==> src/rtl/countdown_preset_timer.sv <==
// Minute:second countdown timer loaded from a mode-selected preset table.
// A free-running prescaler in RUN produces the one-second decrement ticks.
module countdown_preset_timer #(
  parameter int MODE_W = 2,
  parameter int TICK_DIV = 50_000_000,
  parameter logic [12*(2**MODE_W)-1:0] PRESETS = {12'd2<<6, 12'd1<<6, 12'd30, 12'd5}
) (
  input  logic              clk,
  input  logic              rst_n,
  input  logic [MODE_W-1:0] mode_i,
  input  logic              load_i,
  input  logic              start_i,
  input  logic              pause_i,
  output logic [5:0]        minutes_o,
  output logic [5:0]        seconds_o,
  output logic              running_o,
  output logic              done_o,
  output logic              expired_o
);

  localparam int PW = (TICK_DIV > 2) ? $clog2(TICK_DIV) : 1;
  localparam logic [PW-1:0] TICK_LAST = PW'(TICK_DIV - 1);
  localparam logic [5:0] MAX_FIELD = 6'd59;

  typedef enum logic [2:0] {
    S_IDLE    = 3'd0,
    S_READY   = 3'd1,
    S_RUN     = 3'd2,
    S_PAUSED  = 3'd3,
    S_EXPIRED = 3'd4
  } state_e;

  function automatic logic [5:0] clamp_field(input logic [5:0] f);
    clamp_field = (f > MAX_FIELD) ? MAX_FIELD : f;
  endfunction

  state_e        state_q;
  logic [PW-1:0] presc_q;
  logic [5:0]    min_q, sec_q;
  logic          running_q, done_q, expired_q;

  logic [11:0]   preset_s;
  logic [5:0]    preset_min_d, preset_sec_d;
  logic [5:0]    min_dec_d, sec_dec_d;
  logic          tick_s, last_tick_s, count_zero_s;

  always_comb begin
    preset_s     = PRESETS[12*int'(mode_i) +: 12];
    preset_min_d = clamp_field(preset_s[11:6]);
    preset_sec_d = clamp_field(preset_s[5:0]);
  end

  always_comb begin
    tick_s       = (presc_q == TICK_LAST);
    count_zero_s = (min_q == 6'd0) && (sec_q == 6'd0);
    last_tick_s  = (min_q == 6'd0) && (sec_q == 6'd1);
    min_dec_d    = min_q;
    sec_dec_d    = sec_q;
    if (sec_q != 6'd0) begin
      sec_dec_d = sec_q - 6'd1;
    end else if (min_q != 6'd0) begin
      sec_dec_d = MAX_FIELD;
      min_dec_d = min_q - 6'd1;
    end else begin
      sec_dec_d = 6'd0;
      min_dec_d = 6'd0;
    end
  end

  // Control FSM; load dominates start, which dominates pause.
  always_ff @(posedge clk) begin
    if (!rst_n) begin
      state_q   <= S_IDLE;
      presc_q   <= '0;
      min_q     <= 6'd0;
      sec_q     <= 6'd0;
      running_q <= 1'b0;
      done_q    <= 1'b0;
      expired_q <= 1'b0;
    end else begin
      done_q <= 1'b0;
      if (load_i) begin
        state_q   <= S_READY;
        min_q     <= preset_min_d;
        sec_q     <= preset_sec_d;
        presc_q   <= '0;
        running_q <= 1'b0;
        expired_q <= 1'b0;
      end else begin
        case (state_q)
          S_READY, S_PAUSED: begin
            if (start_i) begin
              if (count_zero_s) begin
                state_q   <= S_EXPIRED;
                presc_q   <= '0;
                done_q    <= 1'b1;
                expired_q <= 1'b1;
                running_q <= 1'b0;
              end else begin
                state_q   <= S_RUN;
                running_q <= 1'b1;
              end
            end
          end
          S_RUN: begin
            if (pause_i) begin
              state_q   <= S_PAUSED;
              running_q <= 1'b0;
            end else if (tick_s) begin
              presc_q <= '0;
              min_q   <= min_dec_d;
              sec_q   <= sec_dec_d;
              // The tick that lands on 0:00 expires on the same edge.
              if (last_tick_s) begin
                state_q   <= S_EXPIRED;
                done_q    <= 1'b1;
                expired_q <= 1'b1;
                running_q <= 1'b0;
              end
            end else begin
              presc_q <= presc_q + PW'(1);
            end
          end
          S_IDLE, S_EXPIRED: begin
            state_q <= state_q;
          end
          default: begin
            state_q   <= S_IDLE;
            presc_q   <= '0;
            min_q     <= 6'd0;
            sec_q     <= 6'd0;
            running_q <= 1'b0;
            expired_q <= 1'b0;
          end
        endcase
      end
    end
  end

  assign minutes_o = min_q;
  assign seconds_o = sec_q;
  assign running_o = running_q;
  assign done_o    = done_q;
  assign expired_o = expired_q;

endmodule

==> config.mk <==
export PLATFORM = sky130hd
export DESIGN_NAME = countdown_preset_timer
export DESIGN_NICKNAME = d
export VERILOG_FILES = /design/src/rtl/countdown_preset_timer.sv
export SDC_FILE = /design/constraint.sdc
export NUM_CORES = 1
export LEC_CHECK = 0
export CAP_MARGIN = 25
export CELL_PAD_IN_SITES_DETAIL_PLACEMENT = 0
export CELL_PAD_IN_SITES_GLOBAL_PLACEMENT = 1
export CORE_MARGIN = 2
export CORE_UTILIZATION = 39
export CTS_CLUSTER_SIZE = 16
export DETAILED_ROUTE_END_ITERATION = 10
export PLACE_DENSITY_LB_ADDON = 0.1
export SLEW_MARGIN = 10
export SYNTH_ARGS = -nofsm -noshare
export SYNTH_HDL_FRONTEND = slang
export SYNTH_SLANG_ARGS = --single-unit
==> constraint.sdc <==
create_clock -name clk -period 2.7 [get_ports clk]
set_input_delay 0.27 -clock clk [delete_from_list [all_inputs] [get_ports clk]]
set_output_delay 0.27 -clock clk [all_outputs]
set_load 0.005 [all_outputs]
# Word level (Yosys, flattened, before mapping)
# Index checks and enable logic that the tools add are counted.
# word_totals
regBits	44
inputBits	7
output_inout_bits	15
# classes
n_addsub	3
multipliers	1
magnitude_cmp	2
eq_ne	21
shift	1
n_mux	44
bitwise	2
reduce_logical	17
# op_table
operator	count
two-way mux 26 bit	4
case mux 26 bit (3 select lines)	1
two-way mux 6 bit	12
indexed part select 48 x 7 -> 12 bit, first input constant	1
adder 26 x 1 -> 26 bit, second input constant	1
== test 26 bit, second input constant	1
case mux 6 bit (2 select lines)	2
!= test 3 bit, second input constant	6
two-way mux 1 bit	16
AND reduction 4 bit	4
two-way mux 3 bit	5
> comparator 6 bit, second input constant	2
zero test 6 bit	2
!= test 2 bit, second input constant	6
nonzero test 6 bit	2
subtractor 6 x 1 -> 6 bit, second input constant	2
case mux 3 bit (3 select lines)	1
!= test 4 bit, second input constant	2
== test 3 x 2 -> 1 bit, second input constant	2
== test 6 x 1 -> 1 bit, second input constant	1
case mux 1 bit (3 select lines)	2
AND reduction 6 bit	1
OR reduction 2 bit	3
multiplier 2 x 2 -> 4 bit, first input constant	1
9 further kinds	11

# Longest topological paths before layout
# logic_depth
word_depth	7
depth_mapped	9
depth_no_buf	7

# Worst setup path after synthesis
# No wires, ideal clock.
# synth_path
path_kind	flip-flop to flip-flop
from	register sec_q[0], in the netlist seconds_o[0]
to	register presc_q[12]
setup_ns	0.070
t_arrival_ns	2.533
required_time_ns	2.630
setup_slack_ns	0.097
path_stages_with_launch	10
n_path_buf	2
path_cell_list	dfxtp_1 -> inv_1 -> ha_1 -> or4b_4 -> or4_1 -> buf_2 -> a21o_1 -> buf_2 -> or3_1 -> a21oi_1
# synth_between
elab_chain_cells	4
# synth_rtl
element	line_no	text
from (decl)	39	logic [5:0] min_q, sec_q;
from (signal assigned)	85	sec_q <= preset_sec_d;
zero test 6 bit	55	count_zero_s = (min_q == 6'd0) && (sec_q == 6'd0);
logical AND 1 bit	55	
!= test 2 bit (no source line)	--	
AND reduction 4 bit (no source line)	--	
to (signal assigned)	121	presc_q <= presc_q + PW'(1);
to (decl)	38	logic [PW-1:0] presc_q;
# No other way between the ends.
# A chain may end at the register's enable or synchronous reset.

# Final worst setup path
# layout_path
from	register sec_q[1], in the netlist seconds_o[1]
to	register presc_q[15]
# The elaborated chain is that of the path after synthesis.

==> qor.yml <==
cells_and_area:
  drive_gt1_share_pct: 14.9
  final_nets: 373
  antenna_cells: 0
  n_fill_cell: 680
  final_common_cell: "dfxtp_1"
  multi_input_area_sq_um: 1660
  final-seq-area_sq_um: 881
  area_growth_syn_to_layout_pct: 22.0
  final_area_sq_um: 3230
  final_cell_mix: "44 x dfxtp_1, 34 x nor2_1, 25 x nand2_1, 25 x buf_4, 21 x clkdlybuf4s50_1"
synth:
  ys_seq_area_share_pct: 33.3
  yosys_register_bits: 44
  synth_edf_count: 0
  synth_top_area_share_pct: 33.3
  synth_area_sq_um: 2650
  ys_async_sr_fraction_pct: 0
  synth_fp_nets: 334
  synthFlopType: "dfxtp_1"
  synth_area_leaders: "dfxtp_1 33%, xnor2_1 6.3%, nor2_1 4.8%"
  synthCells: 322
  syn_area_per_cell_sq_um: 8.23
  synth_top_cell_by_area: "dfxtp_1"
  ys.warnings.count: 0
  ys_types: 51
sta:
  fin_skew_ns: 0.0137
  hold_viol: 0
  setup_violations: 0
  max_freq_mhz: 396
  worstMarginPinSlew_ns: 0.672
  min_period_over_period_pct: 93.6
  fin_tns_setup_ns: 0
  finalMaxSlewViolations: 0
  relSlewSlack_pct: 54.8
  rsz0062_at_grt: "false"
  period_minus_slack_ns: 2.53
critical_path:
  path_max_fanout: 8
  end_kind: "register"
  r2r_start: "seconds_o[1]"
  critPathLaunchType: "register"
  reg2regPathDepth: 7
  critPathKind: "register to register"
  crit_start: "seconds_o[1]"
  worst_ep_arrival_time_ns: 2.76
  cp.required_ns: 2.93
route:
  via_per_inst: 5.67
  ant_nets: 0
  dr.pass1.iters: 4
  num_vias: 2504
  drt-initial-drc-count: 122
  drt_wl_total_mm: 6.97
  wl_per_cell_um: 15.8
  drc: 0
worst_hold_path:
  hold_path.class: "register to register"
  hp-start: "expired_o"
  min_path_cells: 2
clock_network:
  cts_made_buffers: 5
  clock_path_buffers: 2
  post_cts_resized: 0
  clk_latency_ns: 0.31
  cts_tree: "built"
  cts_hold_buffers: 0
  cts_sinks: 44
  htreeDepth: 2
  root_buffer: "clkbuf_8"
  cts_setup_buffers: 0
  path_clk_slew_ns: 0.08
floorplanning:
  die_w_um: 86.4
  io_pins: 22
  die-area_sq_um: 7470
  core_sq_um: 6680
  initial_core_util_pct: 39.6
  die_y_um: 86.4
  rows: 30
pwr:
  p_leak_nw: 1.09
  peakVddDrop_uv: 188
  powerDensity_nw_per_um2: 447
grt:
  antenna_found_initial: 0
  grt_pass1_wl_mm: 12.0
  grt_use_total_pct: 20.1
  grt_max_degree: 26
  first_global_vias: 2481
  grt_overflow: 0
place:
  port_buffers: 21
  dp_hpwl_mm: 5.25
  postPlaceCellArea_sq_um: 3100
  globalplace.congestion: 0.806
job:
  maxCapViolations: 0
run_status:
  status: "complete, no violations"
[registers in the layout, summed over array words and instances (netlist names)]
signal and count:
done_o 1, expired_o 1, minutes_o 6, presc_q 26
running_o 1, seconds_o 6, state_q 3
[per-layer routing]
metal	wire length (um)	global-route usage, %	vias to the layer above
li1	-	-	1282
met1	3430	27.1	1186
met2	3310	33.6	31
met3	154	3.14	5
met4	69	5.11	0
met5	0	0	-
[layout make-up]
type	instances	share of cell area, %
clock buffer	6	2.56
clock inverter	2	1.20
multi-input combinational	249	51.3
tap	80	3.10
sequential	44	27.3
inverter	13	1.51
timing repair buffer	48	13.1
[power by group]
group / internal, mW / switching, mW
clock network: 0.303 / 0.240
logic: 0.0974 / 0.131
registers: 0.658 / 0.0138
total: 1.06 / 0.385
[worst max-delay path, cell delays in order, from the launching register on]
cell	delay (ns)
dfxtp_1	0.31
inv_1	0.07
ha_1	0.15
or4b_4	0.47
or4_4	0.56
a21o_4	0.26
or4_1	0.50
a21oi_1	0.14
[metrics by stage]
step	hold WS (ns)	total power [mW]	setup WS (ns)	std cells	util, %
2_1_floorplan	0.410	0.823	0.0973	322	-
3_3_place_gp	0.435	0.911	0.0931	433	46.3
3_5_place_dp	0.441	0.910	0.0366	434	46.4
4_1_cts	0.455	1.46	0.0250	442	48.2
5_1_grt	0.489	1.52	0.0286	442	48.4
6_report	0.448	1.44	0.172	442	48.4
[synthesized netlist by cell type (4+ instances only)]
master	number
nand2_1	25
xnor2_1	19
nor3_1	11
nor2b_1	5
a2111oi_1	5
clkbuf_1	9
nand4_1	5
o31ai_1	6
a211oi_1	9
mux2i_1	6
and3_1	6
a21oi_1	14
or3_1	4
inv_1	13
nand3_1	15
o21ai_0	15
a31oi_1	4
or4_1	6
nor2_1	34
o311ai_0	5
buf_2	5
and4_1	5
a2111oi_2	6
nor4_1	5
ha_1	5
dfxtp_1	44
[worst paths after layout]
| path | endpoint | slack, ns |
|---|---|---|
| worst max-delay path | presc_q[15] | 0.17 |
| worst min-delay path | expired_o | 0.45 |
| worst max register to register | presc_q[15] | 0.17 |
| worst min register to register | expired_o | 0.45 |
[logic make-up after synthesis]
family / synth area share [%]
adder cells (fa/ha/maj): 2.36
flip-flops: 33.3
AO/OA/AOI/OAI: 23.6
buffers and inverters: 4.63
XOR/XNOR: 6.61
multiplexers: 2.69
AND/OR/NAND/NOR: 26.8
(Power assumes the default switching activity.)
